$ cat src/rtl/param_updown_counter.sv
// Parameterised up/down counter bounded by MAX_VAL, with parallel load,
// wrap-or-saturate behaviour at the limits and registered overflow/underflow pulses.
module param_updown_counter #(
    parameter int WIDTH    = 4,
    parameter int MAX_VAL  = (1 << WIDTH) - 1,
    parameter bit SATURATE = 1'b0
) (
    input  logic             clk,
    input  logic             rst,
    input  logic             en,
    input  logic             up_down,
    input  logic             load,
    input  logic [WIDTH-1:0] load_val,
    output logic [WIDTH-1:0] q,
    output logic             tc,
    output logic             ovf,
    output logic             unf
);

    localparam logic [WIDTH-1:0] MAX_Q  = WIDTH'(MAX_VAL);
    localparam logic [WIDTH-1:0] ZERO_Q = '0;
    localparam logic [WIDTH-1:0] ONE_Q  = WIDTH'(1);

    logic at_max;
    logic at_zero;

    assign at_max  = (q == MAX_Q);
    assign at_zero = (q == ZERO_Q);

    // Combinational: a load on this edge suppresses the terminal-count indication.
    assign tc = en & ~load & ((up_down & at_max) | (~up_down & at_zero));

    always_ff @(posedge clk) begin
        if (!rst) begin
            q   <= ZERO_Q;
            ovf <= 1'b0;
            unf <= 1'b0;
        end else if (load) begin
            q   <= (load_val > MAX_Q) ? MAX_Q : load_val;
            ovf <= 1'b0;
            unf <= 1'b0;
        end else if (en) begin
            ovf <= 1'b0;
            unf <= 1'b0;
            if (up_down) begin
                if (at_max) begin
                    q   <= SATURATE ? MAX_Q : ZERO_Q;
                    ovf <= 1'b1;
                end else begin
                    q <= q + ONE_Q;
                end
            end else begin
                if (at_zero) begin
                    q   <= SATURATE ? ZERO_Q : MAX_Q;
                    unf <= 1'b1;
                end else begin
                    q <= q - ONE_Q;
                end
            end
        end else begin
            ovf <= 1'b0;
            unf <= 1'b0;
        end
    end

endmodule

$ cat config.mk
export PLATFORM = sky130hd
export DESIGN_NAME = param_updown_counter
export DESIGN_NICKNAME = d
export VERILOG_FILES = /design/src/rtl/param_updown_counter.sv
export SDC_FILE = /design/constraint.sdc
export NUM_CORES = 1
export LEC_CHECK = 0
export ABC_AREA = 1
export BUFFER_PORTS_ARGS = -buffer_cell sky130_fd_sc_hd__clkbuf_2
export CELL_PAD_IN_SITES_DETAIL_PLACEMENT = 1
export CELL_PAD_IN_SITES_GLOBAL_PLACEMENT = 2
export CORE_MARGIN = 1.5
export CORE_UTILIZATION = 25
export DETAILED_ROUTE_END_ITERATION = 8
export GPL_ROUTABILITY_DRIVEN = 0
export MAX_ROUTING_LAYER = met4
export PLACE_DENSITY = 0.8
export SYNTH_ARGS = -nofsm -noshare
export SYNTH_HDL_FRONTEND = slang
export SYNTH_SLANG_ARGS = --single-unit
$ cat constraint.sdc
create_clock -name clk -period 1.7 [get_ports clk]
set_input_delay 0.085 -clock clk [delete_from_list [all_inputs] [get_ports clk]]
set_output_delay 0.085 -clock clk [all_outputs]
set_load 0.05 [all_outputs]
Word level (Yosys, flattened, before mapping). Index checks and enable logic that the tools add are counted.

Register bits after elaboration: 6. Input port bits: 9. Output and inout bits: 7. Word-level logic and storage cells: 28.

$add $sub $neg: 2. $lt $le $gt $ge: 1. Eq/ne operators: 1. Mux-type cells: 8. Bitwise operators: 9. Reduce and logical (&&, ||, !) cells: 4.

Operators with widths (number): $mux W4 (6); $reduce_or A4 Y1 (2); $add A4 B1 Y4 const B (1); $and A1 B1 Y1 (4); $eq A4 B4 Y1 const B (1); $gt A4 B4 Y1 const B (1); $logic_not A4 Y1 (1); $not A1 Y1 (4); $sub A4 B1 Y4 const B (1); $mux W1 (2); $reduce_bool A2 Y1 (1); $or A1 B1 Y1 (1).

Longest topological paths before layout.
Depth after elaboration: 5. Gate-level depth with buffers: 9. Mapped depth without buffers: 8.

Least setup slack after synthesis. Ideal clock, no wire load.

Path type: reg-to-output. Start point: reg q[1]. End point: out tc. Data arrival time: 2.328 ns. Required time: 1.615 ns. Slack: -0.713 ns. Stages on the path, launching flop included: 4. Path buffers: 0. Path through: dfxtp_1 ha_1 nand3_1 a211oi_1.

Word-level cells in the longest chain between the ends: 4.

Ends and longest elaborated chain: start: declaration (line 14) `output logic [WIDTH-1:0] q,`; start signal: assignment (line 39) `q <= (load_val > MAX_Q) ? MAX_Q : load_val;`; start signal: assignment (line 47) `q <= SATURATE ? MAX_Q : ZERO_Q;`; start signal: assignment (line 50) `q <= q + ONE_Q;`; $eq A4 B4 Y1 / $logic_not A4 Y1 (equally long branches) (line 27, 28); $and A1 B1 Y1 (line 31) `assign tc = en & ~load & ((up_down & at_max) | (~up_down & at_zero));`; $or A1 B1 Y1 * (line 31); $and A1 B1 Y1 * (line 31); end: declaration (line 15) `output logic tc,`.

Every way passes the cells marked *; elsewhere a longest branch is shown, timed or not.

Final worst setup path.
Start point: reg q[0]. End point: out tc.

The elaborated chain is that of the path after synthesis.

==> out/results.ini <==
[worst_setup_path]
crit_chain=ha_1 -> nand3_1 -> a211oi_4 -> clkbuf_2
slowest_stage=dfxtp_2
cp_top_family=flip-flops
rr_worst_depth=8
path_max_fanout=7
critPathBufInv=1
endpoint_kind=primary output
r2r-start=q[0]$_SDFFE_PN0P_
worstPathArrival_ns=1.54
critPathLaunchType=flip-flop
r2r-end=q[3]$_SDFFE_PN0P_
reg2reg_slack_ns=0.46
slowest_delay_ns=0.38
worstSetupPathType=reg -> out
worstPathRequired_ns=1.62

[logic_synthesis]
synthAdderAreaFrac_pct=5.57
synthesis.nets=82
post_synth_mux_area_share_pct=0
synth_xor_area_share_pct=0
synth_cell_type_count=19
synth_seq_cells=6
synth_top_family_by_area=simple AND/OR/NAND/NOR gates
syn_area_per_cell_um2=6.33
ys_warn_count=0
seq_area_frac_synth_pct=26.7
synth-simple-area-share_pct=39.8
syn_area_um2=449
synth_compound_area_share_pct=12.0
syn_inst=71

[cts]
cts_buffers=3
cts_sinks=6
post-cts-setup-buffer-count=0
clockBufferDepth=2
path_clk_slew_ns=0.06
clock_latency_ns=0.26
h-tree-depth=1
clock-root-buffer=clkbuf_4
cts_tree=yes

[finish]
final_common_cell=nand2_1
antenna_cells=0
syn_to_final_growth_pct=29.0
final_cell_mix=nand2_1 (22), clkbuf_2 (15), inv_1 (13), nand3_1 (6), nor2_2 (4)
drive_above_1_share_pct=34.5
nets=100
postLayoutCoreUtil_pct=33.9
finalNonFillerCells=112

[place]
io_buffers=15
dp_slack_ns=0.343
dpl.hpwl_um=1020
dp_cells=109

[run_status]
status=complete, no violations

[detailed_routing]
vias=475
routed_wl_um=1330
viasPerCell=4.24
dr_wl_met2_um=637
ant_nets=0
dr.pass1.iters=4
wl_met3_um=22
topRoutingLayerUsed=met4
avgRoutedWirePerCell_um=11.9
drt_iter0_drc=6
drc_errors=0
met1_length_um=638

[sta]
slew_viol_final=0
finalWorstSetupSlack_ns=0.0719
fmax_ghz=0.614
fin_tns_setup_ns=0
hold_viol=0
maxSlewHeadroom_pct=80.5
skew_ns=0.00207
fin_crit_ns=1.63
rsz0062_at_grt=false
tightest_slew_ns=0.294
setup_violations=0
period_share_pct=95.8
holdWs_ns=0.0687

[global_route]
antenna_found_initial=0
grt_pass1_vias=493
gr-total-overflow=0
grt_pass1_wl_um=2080
grt_usage_pct=14.6
grt_max_degree=10

[floorplanning]
io_pins=16
row_count=15
core_area_um2=1710
die-area_um2=2060
die_w_um=45.4
start_util_pct=26.3
dieHeight_um=45.4

[min_path]
hold_start=rst
min_to=q[0]$_SDFFE_PN0P_
holdCritPathClass=in -> reg
hold_depth=3

[pwr]
peakVddDrop_mv=0.260
cellPowerDensity_nw_per_um2=795
p_leak_nw=0.314

[run]
cap_viol_max_count=0

cells by family (layout without fill, tap and decap cells):
kind of cell    count (synthesis)  in the layout
compound gates                  9              9
fa+ha+maj                       2              2
buf+inv                        16             32
flops                           6              6
simple gates                   38             38
through the flow:
stage	area [um2]	power, mW
after floorplan	464	0.272
after detailed placement	552	0.308
after global routing	579	0.483
final	579	0.461
after global placement	552	0.307
after CTS	574	0.457
cell usage after synthesis, drive strengths merged:
| cell type | count | area share (%) |
|---|---|---|
| inv | 14 | 12 |
| nand2 | 22 | 18 |
| o21ai | 1 | 1.1 |
| nor4 | 1 | 1.4 |
| nor2 | 7 | 9.7 |
| a31oi | 1 | 1.4 |
| a21oi | 4 | 4.5 |
| buf | 2 | 4.2 |
| dfxtp | 6 | 27 |
| nand4 | 1 | 1.4 |
| a211oi | 1 | 1.7 |
| ha | 2 | 5.6 |
| a22oi | 2 | 3.3 |
| nand3 | 7 | 8.9 |
sequential cells by signal, summed over array words and instances (netlist names):
name	cells
q	4
unf	1
ovf	1
worst max-delay path by stage:
stage,to,cells after the start,startpoint
final,tc,4,q[0]$_SDFFE_PN0P_
after global routing,tc,5,q[0]$_SDFFE_PN0P_
after floorplan,tc,3,q[2]$_SDFFE_PN0P_
after detailed placement,tc,3,q[2]$_SDFFE_PN0P_
after global placement,tc,5,q[0]$_SDFFE_PN0P_
after CTS,tc,3,q[2]$_SDFFE_PN0P_
worst min-delay path: cells and delay by family:
| kind | cells | cell delay (ns) |
|---|---|---|
| and+or+nand+nor | 1 | 0.07 |
| buffers and inverters | 2 | 0.14 |
metal layers:
layer	vias up	track usage (%)
li1	256	-
met1	205	18.6
met2	11	22.3
met3	3	0
met4	0	10.6
met5	-	-
repair_timing:
item / CTS / global route
endpoints found under the hold margin: 0 / 0
gates resized for setup: 0 / 2
setup endpoints to repair: 0 / 1
hold buffers: 0 / 0
report_power, final:
part	total [mW]	internal (mW)	switching (mW)
clock	0.152	0.0812	0.0707
combinational	0.142	0.0444	0.0979
sequential	0.166	0.151	0.0157
layout make-up:
type / count / area, um2
Tap cell: 25 / 31.3
Fill cell: 237 / 1130
Timing Repair Buffer: 15 / 75.1
Sequential cell: 6 / 124
Multi-Input combinational cell: 49 / 274
Clock buffer: 3 / 22.5
Inverter: 14 / 52.6
(Power assumes the default switching activity.)
